===== config.mk =====
export PLATFORM = sky130hd
export DESIGN_NAME = ifetch_unit
export DESIGN_NICKNAME = d
export VERILOG_FILES = /design/src/rtl/ifetch_unit.sv
export SDC_FILE = /design/constraint.sdc
export NUM_CORES = 1
export LEC_CHECK = 0
export CAP_MARGIN = 20
export CORE_AREA = 10 10 112 114
export CTS_BUF_LIST = sky130_fd_sc_hd__clkbuf_4
export DETAILED_ROUTE_END_ITERATION = 8
export DIE_AREA = 0 0 122 124
export PLACE_DENSITY = 0.72
export SETUP_SLACK_MARGIN = 0.4
export SKIP_CTS_REPAIR_TIMING = 1
export SYNTH_ARGS = -nofsm -noshare
export SYNTH_HDL_FRONTEND = slang
export SYNTH_SLANG_ARGS = --single-unit

===== constraint.sdc =====
create_clock -name Clk -period 2.15 [get_ports Clk]
set_input_delay 0.215 -clock Clk [delete_from_list [all_inputs] [get_ports Clk]]
set_output_delay 0.215 -clock Clk [all_outputs]
set_load 0.02 [all_outputs]

===== src/rtl/ifetch_unit.sv =====
// ---------------------------------------------------------------------------
// ifetch_unit
//
// Purpose:
//   Simple instruction fetch front end. A program counter walks instruction
//   memory one word per cycle while running, and each fetched word is stored
//   with its address in a 2-entry FIFO that decode drains with a
//   valid/ready handshake. An aligned redirect flushes the FIFO and reloads
//   the PC. A misaligned redirect is rejected and latches a sticky error flag.
//
// Ports:
//   Clk          rising-edge clock
//   Rst_n        asynchronous active-low reset
//   Enable       fetch permitted when high (gates the IDLE/RUN state machine)
//   Address      byte address to instruction memory (current PC)
//   Instruction  instruction memory read data, combinational from Address
//   Redirect     one-cycle request to change the PC
//   RedirectPC   new fetch address, sampled when Redirect=1
//   InstrValid   head FIFO entry is valid
//   InstrReady   decode accepts the head entry this cycle
//   InstrOut     head instruction
//   InstrPC      byte address of the head instruction
//   AlignErr     sticky: a misaligned redirect was rejected
//   FetchCount   number of pushes since reset, wraps at 2^16
// ---------------------------------------------------------------------------
module ifetch_unit #(
    parameter int                  PC_WIDTH = 6,
    parameter logic [PC_WIDTH-1:0] RESET_PC = '0
) (
    input  logic                Clk,
    input  logic                Rst_n,
    input  logic                Enable,
    output logic [PC_WIDTH-1:0] Address,
    input  logic [31:0]         Instruction,
    input  logic                Redirect,
    input  logic [PC_WIDTH-1:0] RedirectPC,
    output logic                InstrValid,
    input  logic                InstrReady,
    output logic [31:0]         InstrOut,
    output logic [PC_WIDTH-1:0] InstrPC,
    output logic                AlignErr,
    output logic [15:0]         FetchCount
);

    typedef enum logic {
        IDLE = 1'b0,
        RUN  = 1'b1
    } state_t;

    state_t              state;
    state_t              stateNext;
    logic [PC_WIDTH-1:0] pc;
    logic [1:0]          count;
    logic [31:0]         headInstr;
    logic [PC_WIDTH-1:0] headPc;
    logic [31:0]         tailInstr;
    logic [PC_WIDTH-1:0] tailPc;
    logic                push;
    logic                pop;
    logic                redirectTake;
    logic                redirectBad;

    // Next-state and handshake decode. An aligned redirect takes priority
    // over everything else: it blocks both push and pop so the flush leaves
    // the FIFO truly empty. A misaligned redirect is treated as if Redirect
    // were low for data movement and only raises the error flag.
    always_comb begin
        stateNext    = state;
        redirectTake = 1'b0;
        redirectBad  = 1'b0;
        pop          = 1'b0;
        push         = 1'b0;

        case (state)
            IDLE: if (Enable)  stateNext = RUN;
            RUN:  if (!Enable) stateNext = IDLE;
            default: stateNext = IDLE;
        endcase

        redirectTake = Redirect && (RedirectPC[1:0] == 2'b00);
        redirectBad  = Redirect && (RedirectPC[1:0] != 2'b00);
        pop          = (count != 2'd0) && InstrReady && !redirectTake;
        push         = (state == RUN) && !redirectTake && ((count != 2'd2) || pop);
    end

    // State register for the IDLE/RUN machine.
    always_ff @(posedge Clk or negedge Rst_n) begin
        if (!Rst_n) begin
            state <= IDLE;
        end else begin
            state <= stateNext;
        end
    end

    // Program counter. Redirect reloads it; a push advances it by one word,
    // wrapping naturally at 2^PC_WIDTH. With the FIFO full and no pop the PC
    // simply holds so the same word is fetched again next cycle.
    always_ff @(posedge Clk or negedge Rst_n) begin
        if (!Rst_n) begin
            pc <= RESET_PC;
        end else if (redirectTake) begin
            pc <= RedirectPC;
        end else if (push) begin
            pc <= pc + PC_WIDTH'(4);
        end
    end

    // Two-entry FIFO kept as a head/tail pair so the head drives the outputs
    // directly. Popping shifts tail into head; a push lands in the first free
    // slot, or behind the surviving entry when push and pop coincide.
    always_ff @(posedge Clk or negedge Rst_n) begin
        if (!Rst_n) begin
            count     <= 2'd0;
            headInstr <= '0;
            headPc    <= '0;
            tailInstr <= '0;
            tailPc    <= '0;
        end else if (redirectTake) begin
            count <= 2'd0;
        end else begin
            case ({push, pop})
                2'b10: begin
                    if (count == 2'd0) begin
                        headInstr <= Instruction;
                        headPc    <= pc;
                    end else begin
                        tailInstr <= Instruction;
                        tailPc    <= pc;
                    end
                    count <= count + 2'd1;
                end
                2'b01: begin
                    headInstr <= tailInstr;
                    headPc    <= tailPc;
                    count     <= count - 2'd1;
                end
                2'b11: begin
                    if (count == 2'd1) begin
                        headInstr <= Instruction;
                        headPc    <= pc;
                    end else begin
                        headInstr <= tailInstr;
                        headPc    <= tailPc;
                        tailInstr <= Instruction;
                        tailPc    <= pc;
                    end
                end
                default: begin
                end
            endcase
        end
    end

    // Sticky misaligned-redirect flag and the running push counter.
    always_ff @(posedge Clk or negedge Rst_n) begin
        if (!Rst_n) begin
            AlignErr   <= 1'b0;
            FetchCount <= 16'd0;
        end else begin
            if (redirectBad) begin
                AlignErr <= 1'b1;
            end
            if (push) begin
                FetchCount <= FetchCount + 16'd1;
            end
        end
    end

    assign Address    = pc;
    assign InstrValid = (count != 2'd0);
    assign InstrOut   = headInstr;
    assign InstrPC    = headPc;

endmodule


==> summary.txt <==
TIMING
-------------------------------------------------------------------------------------
Max Slew Vio Count                                                                  0
Setup repair after global routing missed its margin                              true
Max transition margin                                                           0.697
Final hold vios                                                                     0
Aggregate negative setup slack                                                   0 ns
FMAX                                                                          534 MHz
Tcrit/Tclk final                                                                0.870
Final setup violation count                                                         0
Final critical path time including I/O delays and setup                       1.87 ns
Setup skew after layout                                                     0.0213 ns
Pin slew with the least headroom to its limit                                0.455 ns

YOSYS
-------------------------------------------------------------------------------------
Dominant combinational cell family by area after synthesis               multiplexers
Post-synthesis share of cell area spent on xor and xnor gates                  0.0347
Distinct cell type count of the synthesized netlist                                36
Post-synthesis share of cell area spent on and, or, nand and nor gates         0.0859
Largest cells by area after synthesis                                    dfrtp_1 (56%), mux2i_1 (8.6%), mux2_4 (6.6%)
Adder-cell area share of the yosys netlist                                     0.0138
Share of the synthesized area in the top cell type                              0.562
Share of the yosys chip area belonging to registers                             0.562
Count of synthesis-stage warnings from yosys                                        0
Asr flop ratio synth                                                             1.00
Mux contribution to synthesized area                                            0.199
Post-synthesis compound-gate area fraction                                     0.0746
Top flip-flop cell by instance count after synthesis                          dfrtp_1
Synthesis-stage register bit count                                                102
Count of flip-flops with a built-in enable after synthesis                          0
Most frequent cells after synthesis                                      dfrtp_1 (102), a21oi_1 (45), nor2_1 (42)
Syn nets                                                                          412
Cell with the most instances after synthesis                                  dfrtp_1
Leading area contributor after synthesis                                      dfrtp_1
Number of instances in the synthesized netlist                                    364
Area of the mapped netlist                                                   4540 um2
Mean instance size in the synthesized netlist                                12.5 um2

FLOORPLANNING
-------------------------------------------------------------------------------------
Effective utilization at floorplan                                              0.444
Die span in y                                                                  124 um
Count of boundary I/O pins                                                        105
Rows                                                                               37
Core area                                                                   10200 um2
Floorplan die width                                                            122 um
Die Footprint                                                               15100 um2

CRITICAL PATH
-------------------------------------------------------------------------------------
Largest fanout on the critical path                                                10
Maximum cell stage delay along the critical path                              0.45 ns
Worst EP required                                                             2.48 ns
Kind of critical path                                                    register to register
Cells traversed along the worst timing path                              inv_2, ha_4, nand2b_4, a211oi_4, nand2_4, clkbuf_16, mux2_4
Setup crit end kind                                                          register
Type of element launching the critical path                                  register
Worst endpoint data arrival time                                              2.20 ns
Cell with the largest stage delay on the worst path                           dfrtp_1

CELLS AND AREA
-------------------------------------------------------------------------------------
# nets final                                                                      535
Fraction of final layout cells sized beyond drive strength 1                    0.199
Final instance area                                                          6280 um2
Synthesis-to-layout area growth                                                 38.3%
ANT cells                                                                           0

CLOCK TREE
-------------------------------------------------------------------------------------
Library cell used as clock root buffer                                       clkbuf_4
Clock Tree Buf Depth                                                                2
Clock slew seen by the registers of the worst setup and hold paths            0.16 ns
Number of sinks on the clock net                                                  102
Total CTS buffers                                                                   9
TritonCTS clock tree                                                             done
Depth of the CTS H-tree                                                             3
Clock Latency Late Sink                                                       0.45 ns

PLACE
-------------------------------------------------------------------------------------
Total of buffers placed on input and output ports                                 104
Area after DPL                                                               5780 um2
Placer Congestion                                                               0.760
Half-perimeter wire length after placement                                    7430 um

DRT
-------------------------------------------------------------------------------------
Initial DRC Count                                                                 232
Vias per inst                                                                    5.15
Number of nets still failing antenna checks after routing                           0
Final routed wirelength across all metal layers                              11600 um
DRC viols                                                                           0
Routed wirelength normalized by instance count                                18.5 um
Via total after detailed routing                                                 3237
1st-pass router iterations                                                          6

GRT
-------------------------------------------------------------------------------------
Largest net degree at the start of global routing                                  77
Initial antenna violation count                                                     0
Global-route congestion overflow total                                              0
First-pass GRT wire length                                                   17500 um
GRT Util Overall                                                                0.143
Via count of the first global-routing pass                                       3338

RUN
-------------------------------------------------------------------------------------
Reported max-cap violation count                                                    0

MIN PATH
-------------------------------------------------------------------------------------
Min-Delay Path Class                                                     primary input to register

RUN STATUS
-------------------------------------------------------------------------------------
Result of the run                                                        finished, final reports clean

PWR
-------------------------------------------------------------------------------------
Power per unit of standard cell area                                      1390 nW/um2
Leakage power                                                                 3.19 nW
VDD IR-drop max                                                              0.657 mV

-- per-stage QoR --
| stage | setup WS, ns | cells | hold WS (ns) | util | total power, mW |
|---|---|---|---|---|---|
| after floorplan | 0.343 | 364 | -0.0806 | - | 5.82 |
| after global placement | 0.139 | 595 | 0.197 | 0.565 | 7.24 |
| after detailed placement | 0.0820 | 595 | 0.204 | 0.565 | 7.37 |
| after CTS | 0.118 | 611 | -0.336 | 0.577 | 8.32 |
| after global routing | 0.209 | 628 | 0.166 | 0.614 | 9.27 |
| final | 0.279 | 628 | 0.199 | 0.614 | 8.71 |
-- cell usage in the layout (no fill, tap or decap), types with 4 or more instances in the layout --
cell type	count
o21ai_0	5
clkbuf_4	10
xor2_1	4
nor2_1	42
dlymetal6s2s_1	30
buf_4	13
nand4_1	5
clkdlybuf4s50_1	73
buf_12	5
mux2i_1	39
clkbuf_16	5
mux2_4	21
nand2_1	9
mux2_2	18
dfrtp_1	102
and4_1	4
xnor2_1	13
a21oi_1	44
-- worst max-delay path: cells and delay by family (launching register included) --
family	cells	cell delay, ns
DFF	1	0.45
and+or+nand+nor	2	0.29
AOI/OAI and AO/OA	1	0.29
muxes	1	0.29
buffers and inverters	2	0.28
adders and majority gates	1	0.17
-- state kept, by name, summed over array words and instances (netlist names) --
name and cells:
count 2, tailPc 6, FetchCount 16, AlignErr 1, tailInstr 32, state 1
Address 6, InstrOut 32, InstrPC 6
-- routing by layer --
metal,global-route usage,vias to the layer above,wire [um]
li1,-,1525,-
met1,0.188,1610,5350
met2,0.219,96,5500
met3,0.0439,6,715
met4,0.0477,0,70
met5,0,-,0
-- cell type report --
cell class              count  area [um2]
clock buffers              10        75.1
clock inverters             6        55.1
fillers                   827        3950
inverters                   5        18.8
multi-input cells         238        1930
flip-flops and latches    102        2550
well taps                 136         170
repair buffers            131        1490
-- power breakdown --
part	internal [mW]	switching (mW)	total, mW
logic	2.36	2.12	4.48
clock network	0.272	0.677	0.948
registers	2.74	0.551	3.29
-- final timing paths --
path	from	end	slack, ns	cells after the start
min reg2reg	FetchCount[15]	FetchCount[15]	0.47	1
max	count[0]	tailPc[4]	0.28	7
max reg2reg	count[0]	tailPc[4]	0.28	7
max in group asynchronous	Rst_n	tailInstr[27]	1.22	3
min	Enable	state	0.20	1
min in group asynchronous	Rst_n	InstrOut[21]	0.22	2
-- logic make-up (layout without fill, tap and decap cells) --
| kind of cell | count (synthesis) | in the layout |
|---|---|---|
| compound gates | 57 | 57 |
| buf+inv | 24 | 152 |
| xor+xnor | 18 | 18 |
| mux | 78 | 78 |
| flops | 102 | 102 |
| fa+ha+maj | 5 | 5 |
| simple gates | 80 | 80 |
No activity file was read; power rests on OpenSTA's default activity.
